<file path="config.mk">
export PLATFORM = sky130hd
export DESIGN_NAME = bp_update_ctrl
export DESIGN_NICKNAME = d
export VERILOG_FILES = /design/src/rtl/bp_pkg.sv /design/src/rtl/bp_upd_fifo.sv /design/src/rtl/bp_update_ctrl.sv
export SDC_FILE = /design/constraint.sdc
export NUM_CORES = 1
export LEC_CHECK = 0
export ABC_CLOCK_PERIOD_IN_PS = 9000
export BUFFER_PORTS_ARGS = -buffer_cell sky130_fd_sc_hd__buf_2
export CAP_MARGIN = 15
export CORE_UTILIZATION = 51
export CTS_BUF_LIST = sky130_fd_sc_hd__clkbuf_8
export CTS_CLUSTER_DIAMETER = 200
export DETAILED_ROUTE_END_ITERATION = 8
export PLACE_DENSITY = 0.91
export SETUP_SLACK_MARGIN = 0.5
export SKIP_CTS_REPAIR_TIMING = 1
export SLEW_MARGIN = 20
export SYNTH_ARGS = -nofsm -noshare
export SYNTH_HDL_FRONTEND = slang
export SYNTH_HIERARCHICAL = 1
export SYNTH_SLANG_ARGS = --single-unit
</file>
<file path="constraint.sdc">
create_clock -name clk -period 9 [get_ports clk]
set_input_delay 0.45 -clock clk [delete_from_list [all_inputs] [get_ports clk]]
set_output_delay 0.45 -clock clk [all_outputs]
set_load 0.02 [all_outputs]
</file>
<file path="src/rtl/bp_pkg.sv">
// bp_pkg -- shared types and constants for the branch-predictor update path.
//   upd_entry_t : one queued execute-stage update {pc, ta, pcsrc, we_pb, we_ta}
//   bp_state_t  : update-controller FSM state (IDLE / SWEEP)
//   PRD_BITS    : byte-offset bits below the predictor index in a PC
package bp_pkg;

    localparam int PRD_BITS = 2;

    typedef struct packed {
        logic [31:0] pc;
        logic [31:0] ta;
        logic        pcsrc;
        logic        we_pb;
        logic        we_ta;
    } upd_entry_t;

    typedef enum logic {
        IDLE  = 1'b0,
        SWEEP = 1'b1
    } bp_state_t;

endpackage

</file>
<file path="src/rtl/bp_upd_fifo.sv">
// bp_upd_fifo -- small synchronous FIFO holding pending predictor updates.
// Ports:
//   clk, rst_n      clock, asynchronous active-low reset
//   clr             synchronous clear (empties the FIFO; wins over write/read)
//   wr_en, din      push request and data (ignored when full)
//   rd_en           pop request (ignored when empty)
//   dout            head entry, valid whenever !empty
//   count           number of stored entries (0..QDEPTH)
//   full, empty     status derived from count
// QDEPTH must be a power of two >= 2 so the pointers wrap naturally.
module bp_upd_fifo
    import bp_pkg::*;
#(
    parameter int  QDEPTH  = 2,
    parameter type entry_t = upd_entry_t
) (
    input  logic                     clk,
    input  logic                     rst_n,
    input  logic                     clr,
    input  logic                     wr_en,
    input  logic                     rd_en,
    input  entry_t                   din,
    output entry_t                   dout,
    output logic [$clog2(QDEPTH):0]  count,
    output logic                     full,
    output logic                     empty
);

    localparam int PW = $clog2(QDEPTH);
    localparam int CW = PW + 1;

    entry_t          mem [QDEPTH];
    logic [PW-1:0]   wr_ptr_reg;
    logic [PW-1:0]   rd_ptr_reg;
    logic [CW-1:0]   count_reg;
    logic            do_wr;
    logic            do_rd;

    assign full  = (count_reg == CW'(QDEPTH));
    assign empty = (count_reg == '0);
    assign count = count_reg;
    assign do_wr = wr_en && !full && !clr;
    assign do_rd = rd_en && !empty && !clr;

    // Head is read straight from storage so a popped entry reaches the
    // write port in the same cycle it is selected.
    assign dout = mem[rd_ptr_reg];

    always_ff @(posedge clk) begin
        if (do_wr) begin
            mem[wr_ptr_reg] <= din;
        end
    end

    always_ff @(posedge clk or negedge rst_n) begin
        if (!rst_n) begin
            wr_ptr_reg <= '0;
            rd_ptr_reg <= '0;
            count_reg  <= '0;
        end else if (clr) begin
            wr_ptr_reg <= '0;
            rd_ptr_reg <= '0;
            count_reg  <= '0;
        end else begin
            if (do_wr) begin
                wr_ptr_reg <= wr_ptr_reg + PW'(1);
            end
            if (do_rd) begin
                rd_ptr_reg <= rd_ptr_reg + PW'(1);
            end
            case ({do_wr, do_rd})
                2'b10:   count_reg <= count_reg + CW'(1);
                2'b01:   count_reg <= count_reg - CW'(1);
                default: count_reg <= count_reg;
            endcase
        end
    end

endmodule

</file>
<file path="src/rtl/bp_update_ctrl.sv">
// bp_update_ctrl -- write-port controller / arbiter for the BHT-BTB predictor.
// Detects direction and target mispredictions in E (combinational redirect),
// queues the needed table updates, and arbitrates the single predictor write
// port: invalidate sweep > configuration write > queued E update.
// Ports:
//   clk, RESET_N                 clock, asynchronous active-low reset
//   Branch_E, PC_E, PCSrc_E,
//   ALUResult_E                  resolved branch in E
//   PrPCSrc_E, PrALUResult_E     prediction carried from F
//   Flush_Req                    pulse: invalidate whole predictor
//   Cfg_Valid/PC/TA/Taken        configuration write request, Cfg_Ready accepts
//   Mispredict_E, Redirect_PC    combinational redirect to the front end
//   Stall_E                      update queue full, E must hold
//   Pred_Disable                 sweep in progress, ignore predictor output
//   Upd_PC, WE_PrPCSrc,
//   WE_PrALUResult, Upd_PCSrc,
//   Upd_ALUResult                predictor write port
// Optional feature: define BP_STATS_EN to add saturating Br_Count and
// Mispred_Count outputs.
module bp_update_ctrl
    import bp_pkg::*;
#(
    parameter int ENTRY_BITS = 4,
    parameter int QDEPTH     = 2
) (
    input  logic        clk,
    input  logic        RESET_N,
    input  logic        Branch_E,
    input  logic [31:0] PC_E,
    input  logic        PCSrc_E,
    input  logic [31:0] ALUResult_E,
    input  logic        PrPCSrc_E,
    input  logic [31:0] PrALUResult_E,
    input  logic        Flush_Req,
    input  logic        Cfg_Valid,
    input  logic [31:0] Cfg_PC,
    input  logic [31:0] Cfg_TA,
    input  logic        Cfg_Taken,
    output logic        Cfg_Ready,
    output logic        Mispredict_E,
    output logic [31:0] Redirect_PC,
    output logic        Stall_E,
    output logic        Pred_Disable,
    output logic [31:0] Upd_PC,
    output logic        WE_PrPCSrc,
    output logic        WE_PrALUResult,
    output logic        Upd_PCSrc,
    output logic [31:0] Upd_ALUResult
`ifdef BP_STATS_EN
    ,
    output logic [31:0] Br_Count,
    output logic [31:0] Mispred_Count
`endif
);

    localparam int ENTRIES = 2 ** ENTRY_BITS;

    bp_state_t               state_reg;
    bp_state_t               state_next;
    logic [ENTRY_BITS-1:0]   cnt_reg;
    logic [ENTRY_BITS-1:0]   cnt_next;

    logic                    dir_miss;
    logic                    tgt_miss;
    logic                    we_pb;
    logic                    we_ta;
    logic                    enq;
    logic                    q_pop;
    logic                    q_full;
    logic                    q_empty;
    logic [$clog2(QDEPTH):0] q_count;
    upd_entry_t              q_din;
    upd_entry_t              q_head;

    // ---------------- misprediction detection (0-cycle) ----------------
    assign dir_miss     = Branch_E && (PCSrc_E != PrPCSrc_E);
    assign tgt_miss     = Branch_E && PCSrc_E && PrPCSrc_E && (ALUResult_E != PrALUResult_E);
    assign Mispredict_E = dir_miss || tgt_miss;
    assign Redirect_PC  = PCSrc_E ? ALUResult_E : (PC_E + 32'd4);

    // A not-taken outcome never needs a target; only taken outcomes that
    // were missed in either way refresh the BTB entry.
    assign we_pb = dir_miss;
    assign we_ta = PCSrc_E && (dir_miss || tgt_miss);

    // Stall comes from the registered count, so a full queue stays stalled
    // even in a cycle where the head is being popped.
    assign Stall_E = q_full;
    assign enq     = Branch_E && !Stall_E && (state_reg == IDLE) && (we_pb || we_ta);

    assign q_din = '{pc: PC_E, ta: ALUResult_E, pcsrc: PCSrc_E, we_pb: we_pb, we_ta: we_ta};

    bp_upd_fifo #(
        .QDEPTH  (QDEPTH),
        .entry_t (upd_entry_t)
    ) u_fifo (
        .clk   (clk),
        .rst_n (RESET_N),
        .clr   (Flush_Req),
        .wr_en (enq),
        .rd_en (q_pop),
        .din   (q_din),
        .dout  (q_head),
        .count (q_count),
        .full  (q_full),
        .empty (q_empty)
    );

    // ---------------- FSM state register ----------------
    always_ff @(posedge clk or negedge RESET_N) begin
        if (!RESET_N) begin
            state_reg <= IDLE;
            cnt_reg   <= '0;
        end else begin
            state_reg <= state_next;
            cnt_reg   <= cnt_next;
        end
    end

    // ---------------- next state and write-port arbitration ----------------
    always_comb begin
        state_next     = state_reg;
        cnt_next       = cnt_reg;
        q_pop          = 1'b0;
        Cfg_Ready      = 1'b0;
        Pred_Disable   = 1'b0;
        Upd_PC         = '0;
        Upd_ALUResult  = '0;
        Upd_PCSrc      = 1'b0;
        WE_PrPCSrc     = 1'b0;
        WE_PrALUResult = 1'b0;

        case (state_reg)
            IDLE: begin
                Cfg_Ready = 1'b1;
                if (Flush_Req) begin
                    state_next = SWEEP;
                    cnt_next   = '0;
                end
                if (Cfg_Valid) begin
                    Upd_PC         = Cfg_PC;
                    Upd_ALUResult  = Cfg_TA;
                    Upd_PCSrc      = Cfg_Taken;
                    WE_PrPCSrc     = 1'b1;
                    WE_PrALUResult = 1'b1;
                end else if (!q_empty) begin
                    q_pop          = 1'b1;
                    Upd_PC         = q_head.pc;
                    Upd_ALUResult  = q_head.ta;
                    Upd_PCSrc      = q_head.pcsrc;
                    WE_PrPCSrc     = q_head.we_pb;
                    WE_PrALUResult = q_head.we_ta;
                end
            end

            SWEEP: begin
                Pred_Disable   = 1'b1;
                Upd_PC         = 32'({cnt_reg, {PRD_BITS{1'b0}}});
                WE_PrPCSrc     = 1'b1;
                WE_PrALUResult = 1'b1;
                if (Flush_Req) begin
                    cnt_next = '0;
                end else if (cnt_reg == ENTRY_BITS'(ENTRIES - 1)) begin
                    state_next = IDLE;
                    cnt_next   = '0;
                end else begin
                    cnt_next = cnt_reg + ENTRY_BITS'(1);
                end
            end

            default: begin
                state_next = IDLE;
                cnt_next   = '0;
            end
        endcase
    end

`ifdef BP_STATS_EN
    // Saturating event counters; a flush does not touch them.
    always_ff @(posedge clk or negedge RESET_N) begin
        if (!RESET_N) begin
            Br_Count      <= '0;
            Mispred_Count <= '0;
        end else begin
            if (Branch_E && !Stall_E && (Br_Count != 32'hFFFF_FFFF)) begin
                Br_Count <= Br_Count + 32'd1;
            end
            if (Mispredict_E && !Stall_E && (Mispred_Count != 32'hFFFF_FFFF)) begin
                Mispred_Count <= Mispred_Count + 32'd1;
            end
        end
    end
`endif

endmodule

</file>
=== Yosys cells after proc, flatten, opt, wreduce, memory -nomap -nowiden ===
Memory sizes are Yosys's and may differ from the RTL's.
Cells that the tools add are included.

* Register bits: 9
* RAM bits: 134
* Input port bits: 168
* Word-level logic and storage cells: 78
* Memories kept: 1

{| class="wikitable"
|+ Memory list
! memory !! depth !! width !! rd ports !! clocked after Yosys merged registers in !! write ports !! RTL line !! RTL
|-
| u_fifo.mem || 2 || 67 || 1 || 0 || 1 || bp_upd_fifo.sv:32 || <nowiki>entry_t mem [QDEPTH];</nowiki>
|}

* $add $sub $neg: 6
* Equality and inequality tests: 7
* Mux-type cells: 37
* Bitwise gates (word level): 1
* Reductions and logical operators: 21

{| class="wikitable"
|+ Operators with widths
! cell !! number
|-
| 32-bit two-way mux || 6
|-
| 32-bit case mux with 2 select lines || 1
|-
| 32-bit by 3-bit adder with 32-bit output (second input constant) || 1
|-
| 32-bit inequality test || 1
|-
| 1-bit two-way mux || 21
|-
| 1-bit logical AND || 12
|-
| 4-bit two-way mux || 3
|-
| 4-bit case mux with 2 select lines || 1
|-
| 1-bit case mux with 2 select lines || 3
|-
| 4-bit by 1-bit adder with 4-bit output (second input constant) || 1
|-
| 2-bit == test (second input constant) || 2
|-
| 4-bit == test (second input constant) || 1
|-
| 2-bit case mux with 2 select lines || 1
|-
| 2-bit nonzero test || 2
|-
| 1-bit zero test || 3
|-
| 3-bit nonzero test || 1
|-
| 1-bit adder (second input constant) || 2
|-
| 2-bit by 1-bit adder with 2-bit output (second input constant) || 1
|-
| 2-bit by 1-bit == test with 1-bit output (second input constant) || 1
|-
| 2-bit zero test || 1
|-
| 1-bit logical OR || 2
|-
| 2-bit two-way mux || 1
|-
| 2-bit inequality test (second input constant) || 1
|-
| 2-bit by 1-bit subtractor with 2-bit output (second input constant) || 1
|-
| 2 further kinds || 2
|}

=== Logic depth before layout (Yosys ltp) ===
Gate-level depths: netlist (run 1).

* Depth in word-level cells: 12
* Mapped depth: 9

=== By module ===
Netlist (run 1), hierarchy kept.

{| class="wikitable"
|+ By module, submodules not included
! module !! instances !! cells each !! area an instance (um2)
|-
| bp_upd_fifo || 1 || 234 || 5,043.6
|-
| bp_update_ctrl || 1 || 320 || 2,267.2
|}

=== Worst setup path before layout (run 1) ===
OpenSTA, ideal clock, no wires.

* Kind: input to register
* Start: in PCSrc_E
* End: mem u_fifo/mem[1][0] (netlist name), enable pin
* Setup time: 0.588 ns
* Arrival: 6.497 ns
* Path slack: 1.914 ns
* Stages: 8
* Path buffers: 1
* Cells stage by stage: buf_6 nand2_1 a2111oi_2 o2111ai_1 nor4_1 nor4_1 nand2b_1 nor3b_1

* Longest elaborated chain between the ends: 11
* Elaborated cells between the ends (all ways): 13

{| class="wikitable"
|+ RTL lines
! element !! RTL line !! RTL
|-
| start: declaration || bp_update_ctrl.sv:30 || <nowiki>input logic PCSrc_E,</nowiki>
|-
| 1-bit logical AND (3 in a row) || bp_update_ctrl.sv:77 || <nowiki>assign tgt_miss = Branch_E && PCSrc_E && PrPCSrc_E && (ALUResult_E != PrALUResult_E);</nowiki>
|-
| 1-bit logical OR || bp_update_ctrl.sv:84 || <nowiki>assign we_ta = PCSrc_E && (dir_miss || tgt_miss);</nowiki>
|-
| 1-bit logical AND || bp_update_ctrl.sv:84 ||
|-
| 1-bit logical OR * || bp_update_ctrl.sv:89 || <nowiki>assign enq = Branch_E && !Stall_E && (state_reg == IDLE) && (we_pb || we_ta);</nowiki>
|-
| 1-bit logical AND * || bp_update_ctrl.sv:89 ||
|-
| net enq || bp_update_ctrl.sv:67 || <nowiki>logic enq;</nowiki>
|-
| 1-bit logical AND * (2 in a row) || bp_upd_fifo.sv:42 || <nowiki>assign do_wr = wr_en && !full && !clr;</nowiki>
|-
| 1-bit two-way mux * || bp_upd_fifo.sv:50 || <nowiki>if (do_wr) begin</nowiki>
|-
| 1-bit two-way mux (not written as such) * || bp_upd_fifo.sv:51 || <nowiki>mem[wr_ptr_reg] <= din;</nowiki>
|-
| end: declaration || bp_upd_fifo.sv:32 ||
|}

Mark *: on every way through the listed nets, which the timed path passes. The rest lies on a longest branch.

=== Worst setup path in the final report (run 1) ===
* Start: reg state_reg
* End: out Upd_PC[22]

* Longest elaborated chain between the ends: 2

{| class="wikitable"
|+ RTL lines
! element !! RTL line !! RTL
|-
| start: declaration || bp_update_ctrl.sv:58 || <nowiki>bp_state_t state_reg;</nowiki>
|-
| start signal: assignment || bp_update_ctrl.sv:115 || <nowiki>state_reg <= state_next;</nowiki>
|-
| 1-bit inverter || - ||
|-
| 32-bit case mux with 2 select lines * || bp_update_ctrl.sv:133 || <nowiki>case (state_reg)</nowiki>
|-
| end: declaration || bp_update_ctrl.sv:44 || <nowiki>output logic [31:0] Upd_PC,</nowiki>
|}

Mark *: on every way between the ends. The rest lies on a longest branch, timed or not.

==> results.toml, run 1 <==
[final_layout]
drive_gt1_share_pct = 47.2
largest_reg_flops = 134
seqCellArea_mm2 = 0.00425
finalInstanceArea_mm2 = 0.00919
finalNetCount = 991
area_growth_pct = 25.7
multiInputGateArea_mm2 = 0.00290
fillers = 1026

[place]
place_hpwl_mm = 15.0
postPlaceCellArea_mm2 = 0.00881
port_buffers = 270
gp_congestion = 0.869

[global_route]
use_met2_pct = 48.0
grt_pass1_wl_mm = 30.0
grt_use_met1_pct = 34.0
grt_overflow_total = 0
busiest_layer = "met2"
grtUsageMet3_pct = 6.23
grt_pass1_vias = 5618
grt_usage_pct = 27.9
grt_max_degree = 69
antenna_found_initial = 1

[sta]
finalCritPeriodShare_pct = 35.5
rsz0062_at_grt = "no"
hold_viol_final = 0
slew_headroom_pct = 38.1
fin_tns_setup_ns = 0
finalCriticalPeriod_ns = 3.19
setup_viol = 0
skew_ns = 0.0152
whs_ns = 0.215
finalMaxSlewViolations = 0
fmax_mhz = 313
worstMarginPinSlew_ns = 0.928

[synthesis]
ys_seq_area_share_pct = 58.1
synthCells = 554
ys_types = 47
synth-main-ff-cell = "edfxtp_1"
syn_area_per_cell_um2 = 13.2
syn-num-nets = 724
synthArstFlopShare_pct = 6.29
synth_area_leaders = "edfxtp_1 (55%), mux2_2 (11%), a22o_1 (7.3%), xor2_1 (6.6%), dfrtp_1 (3.1%)"
synth_seq_cells = 143
yosys.area.top_type = "edfxtp_1"
syn-cell-area_mm2 = 0.00731
synth_warnings = 6
synth_top_area_share_pct = 55.0
synth_enable_flop_cells = 134

[die]
dieArea_mm2 = 0.0148
num_io_pins = 271
core-area_mm2 = 0.0139
die_w_um = 122
start_util_pct = 52.5
rows = 43
die-height_um = 122

[clocking]
cts_made_buffers = 17
cts_buffer_depth = 2
cts.sinks = 143
tritoncts = "built"
htreeDepth = 4
root_buffer = "clkbuf_8"
clk_pin_slew_ns = 0.08
clk_latency_ns = 0.44

[route]
via_per_inst = 5.71
first_pass_iters = 5
dr_total_vias = 5804
routed_wl_mm = 20.6
drtIter0Drc = 457
routedWlPerCell_um = 20.3
ant_nets = 0
drc = 0

[critical_path]
end_kind = "output port"
crit_chain = "nor2b_4 -> buf_4 -> a22o_1 -> buf_2"
max_stage_delay_ns = 0.69
crit_required_ns = 8.55
cp_slowest_cell = "nor2b_4"
cp_max_fo = 32
critPathArrivalTime_ns = 2.74
reg2reg_setup_slack_ns = 6.11
criticalPathCategory = "flip-flop to output port"
startpoint_type = "flip-flop"

[outcome]
outcome = "complete, no violations"

[power]
ir_drop_mv = 0.104
power_density_mw_per_mm2 = 145
leakage_nw = 3.71

[min_path]
hp-class = "input pin to flip-flop"

[run]
maxCapViolCount = 0
cells in the final DEF, fill, tap and decap left out, types with 2 or more instances in the layout:
master / count
nand3_1: 17
inv_2: 3
mux2i_1: 2
a31oi_1: 2
nor4_1: 8
o21ai_1: 21
nor2_1: 14
and3_1: 4
o21ai_0: 16
inv_1: 4
nand4_1: 7
nor3_1: 2
o21ai_2: 3
mux2_2: 69
dfrtp_1: 8
xor2_1: 55
nor4_4: 3
clkinv_4: 2
nand2_1: 48
xnor2_1: 5
clkinv_2: 2
buf_2: 270
ha_1: 2
or3_1: 2
a22oi_1: 5
diode_2: 2
buf_4: 8
a21oi_1: 5
clkbuf_8: 17
nor2b_1: 4
a22o_1: 61
clkinvlp_4: 6
edfxtp_1: 134
clkinv_1: 4
final timing paths:
check	startpoint	endpoint	cells past startpoint
worst max-delay path	state_reg	Upd_PC[22]	4
worst min-delay path	PC_E[1]	u_fifo/mem[0][36]	1
worst max register to register	state_reg	u_fifo/mem[1][16]	4
worst min register to register	u_fifo/wr_ptr_reg	u_fifo/wr_ptr_reg	2
max in group asynchronous	RESET_N	u_fifo/rd_ptr_reg	2
min in group asynchronous	RESET_N	cnt_reg[0]	2
power breakdown:
group	leakage [nW]	internal [mW]	switching (mW)
combinational	2.23	0.0554	0.0865
clock	0.163	0.215	0.243
sequential	1.32	0.727	0.00160
total	3.71	0.997	0.332
metrics by stage:
| stage | setup slack, ns | util, % | std cells | total power, mW |
|---|---|---|---|---|
| after global placement | 5.59 | 63.3 | 981 | 0.880 |
| after CTS | 5.80 | 65.8 | 1013 | 1.33 |
| after global routing | 5.66 | 65.9 | 1015 | 1.37 |
| after floorplan | 1.91 | - | 554 | 0.801 |
| final | 5.81 | 65.9 | 1016 | 1.33 |
| after detailed placement | 5.54 | 63.3 | 981 | 0.883 |
synth_stat cells, types with 2 or more instances:
cell type / instances
a21oi_1: 5
a22o_1: 61
a22oi_1: 5
a31oi_1: 2
and3_1: 4
buf_2: 6
buf_4: 2
buf_6: 2
clkbuf_1: 20
dfrtp_1: 9
edfxtp_1: 134
ha_1: 2
inv_1: 4
inv_2: 3
mux2_2: 69
mux2i_1: 2
nand2_1: 48
nand3_1: 17
nand4_1: 7
nor2_1: 14
nor2b_1: 5
nor3_1: 3
nor4_1: 8
nor4_4: 3
o21ai_0: 16
o21ai_1: 21
o21ai_2: 3
or3_1: 2
xnor2_1: 5
xor2_1: 55
worst max-delay path, delay by kind of cell, from the launching register on:
kind,cells,cell delay [ns]
DFF,1,0.64
buffers and inverters,2,0.66
and+or+nand+nor,1,0.69
AOI/OAI and AO/OA,1,0.26
layout make-up:
class,instances,area share [%]
clock buffer,17,2.55
antenna,2,0.0545
timing repair buffer,279,15.5
sequential,143,46.3
tap,180,2.45
clock inverter,15,1.33
multi-input combinational,372,31.5
inverter,8,0.327
per-layer routing:
layer,wire [um],up-vias
li1,-,2655
met1,7830,2756
met2,10500,351
met3,1730,42
met4,503,0
met5,0,-
logic make-up after synthesis:
kind of cell	share of synthesized area [%]
DFF	58.1
AOI/OAI and AO/OA	11.7
xor gates and xnor gates	7.19
adders and majority gates	0.342
and+or+nand+nor	9.07
buffers and inverters	2.57
muxes	11.1
Note: power is estimated with default switching activity, not from simulation.
==> inputs of run 2 (changes only) <==
- ABC_AREA: unset -> 1
- ABC_CLOCK_PERIOD_IN_PS: 9000 -> 2700
- CORE_UTILIZATION: 51 -> 48
- PLACE_DENSITY: 0.91 -> 0.89
- clock period: 9 -> 2.7 ns (I/O delays scaled with it)
==> results.toml, run 2 <==
[final_layout]
diodes = 0
fillers = 1255
area_growth_pct = 34.3
largest_reg_flops = 134
layout_commonest_cell = "nand2_1"
drive_gt1_share_pct = 28.1
finalNetCount = 1438
final_cell_mix = "nand2_1 (395), buf_2 (270), edfxtp_1 (134)"
final_core_util_pct = 67.1

[sta]
skew_ns = 0.0102
finalCritPeriodShare_pct = 80.7
worstMarginPinSlew_ns = 0.734
setup_viol = 0
finalMaxSlewViolations = 0
slew_headroom_pct = 51.0
fmax_mhz = 459
rsz0062_at_grt = "yes"
finalCriticalPeriod_ns = 2.18
hold_viol_final = 0
whs_ns = 0.0385

[die]
core-area_mm2 = 0.0161
num_io_pins = 271
die-height_um = 132
die_w_um = 132
start_util_pct = 50.0
dieArea_mm2 = 0.0173
rows = 46

[route]
first_pass_iters = 7
drc = 0
via_per_inst = 5.55
drtIter0Drc = 933
ant_nets = 0
routedWlPerCell_um = 18.7
dr_total_vias = 8309
routed_wl_mm = 28.0

[synthesis]
yosys.area.top_type = "edfxtp_1"
synthArstFlopShare_pct = 6.29
syn_area_per_cell_um2 = 8.58
syn-num-nets = 1108
synth_warnings = 6
synth_seq_cells = 143
synth_enable_flop_cells = 134
synthCells = 938
synth_area_leaders = "edfxtp_1 (50%), nand2_1 (19%), a32o_1 (7.6%), inv_1 (4.5%), dfrtp_1 (2.8%)"
syn-cell-area_mm2 = 0.00805
ys_seq_area_share_pct = 52.8
synth-main-ff-cell = "edfxtp_1"
ys_types = 36
synth_top_area_share_pct = 50.0
synthTopCellsByCount = "nand2_1 (398), edfxtp_1 (134), inv_1 (97)"
yosysMostFrequentCell = "nand2_1"

[global_route]
grt_usage_pct = 30.0
antenna_found_initial = 0
grt_pass1_wl_mm = 39.2
grt_max_degree = 71
grt_pass1_vias = 7251
grt_overflow_total = 0

[clocking]
cts.sinks = 143
htreeDepth = 4
tritoncts = "built"
clk_pin_slew_ns = 0.08
root_buffer = "clkbuf_8"
cts_buffer_depth = 2
clk_latency_ns = 0.45
cts_made_buffers = 17

[critical_path]
crit_required_ns = 2.82
crit_buf_inv = 4
end_kind = "flip-flop"
crit_chain = "buf_12 -> nand2_4 -> inv_4 -> or2_4 -> nor2_4 -> nand2_4 -> nor2_1 -> nand2_1 -> clkinvlp_4 -> buf_4"
startpoint_type = "flip-flop"
criticalPathCategory = "flip-flop to flip-flop"
max_stage_delay_ns = 0.45
critPathArrivalTime_ns = 2.30
crit_top_cell = "nand2_4"
cp_slowest_cell = "dfrtp_2"
cp_max_fo = 24
crit_family = "simple AND/OR/NAND/NOR gates"

[outcome]
outcome = "complete, no violations"

[power]
ir_drop_mv = 0.375
power_density_mw_per_mm2 = 444
leakage_nw = 5.06

[min_path]
hp-class = "input pin to flip-flop"

[place]
place_hpwl_mm = 19.3
gp_congestion = 0.991
port_buffers = 270

[run]
maxCapViolCount = 0
-- run 2: cell count changes after synthesis, sizes merged, moves of 48 or more --
cell,delta
mux2,-70
xor2,-48
nand2,+359
a32o,+61
a22o,-61
inv,+96
-- run 2: cell type report --
cell class                      instances  area, um2  area share [%]
Multi-Input combinational cell        648       3260            30.1
Timing Repair inverter                  1       8.76          0.0810
Sequential cell                       143       4250            39.4
Clock buffer                           19        262            2.42
Timing Repair Buffer                  354       2220            20.5
Inverter                              103        419            3.88
Tap cell                              216        270            2.50
Clock inverter                         13        124            1.15
-- run 2: metrics by stage --
stage                     power [mW]  worst slack, ns  TNS [ns]  cell area (um2)  std cells
after floorplan                 2.75           -0.384    -25.70             8110        938
after global routing            4.93            0.474         0            10800       1497
after global placement          3.06            0.438         0             9620       1395
after CTS                       4.68            0.122         0            10000       1427
final                           4.80            0.520         0            10800       1497
after detailed placement        3.07            0.372         0             9620       1395
-- run 2: path summary, 6_finish.rpt --
check	cells after the start	end	slack, ns	from
worst max-delay path	10	u_fifo/mem[0][9]	0.52	u_fifo/count[1]
worst min-delay path	2	cnt_reg[3]	0.04	Flush_Req
min in group asynchronous	2	cnt_reg[2]	0.06	RESET_N
worst max register to register	10	u_fifo/mem[0][9]	0.52	u_fifo/count[1]
max in group asynchronous	2	u_fifo/rd_ptr_reg	2.44	RESET_N
worst min register to register	2	cnt_reg[0]	0.57	cnt_reg[0]
-- run 2: where the power goes --
group,internal [mW],total [mW],leakage (nW),switching (mW)
Combinational,0.277,0.695,3.54,0.418
Clock,0.854,1.67,0.205,0.812
Sequential,2.43,2.44,1.32,0.00954
Total,3.56,4.80,5.06,1.24
-- run 2: cell families after synthesis --
logic type,after synthesis,synth area share (%)
adder cells (fa/ha/maj),2,0.311
AND/OR/NAND/NOR,510,26.2
buffers and inverters,147,7.30
flip-flops,143,52.8
AO/OA/AOI/OAI,119,11.6
XOR/XNOR,17,1.85
-- run 2: routing by layer --
layer / GRT usage, % / vias to the layer above / share of wire [%]
li1: - / 3796 / -
met1: 37.5 / 3848 / 37
met2: 48.8 / 588 / 48
met3: 7.25 / 77 / 10
met4: 13.7 / 0 / 4.1
met5: 0 / - / 0
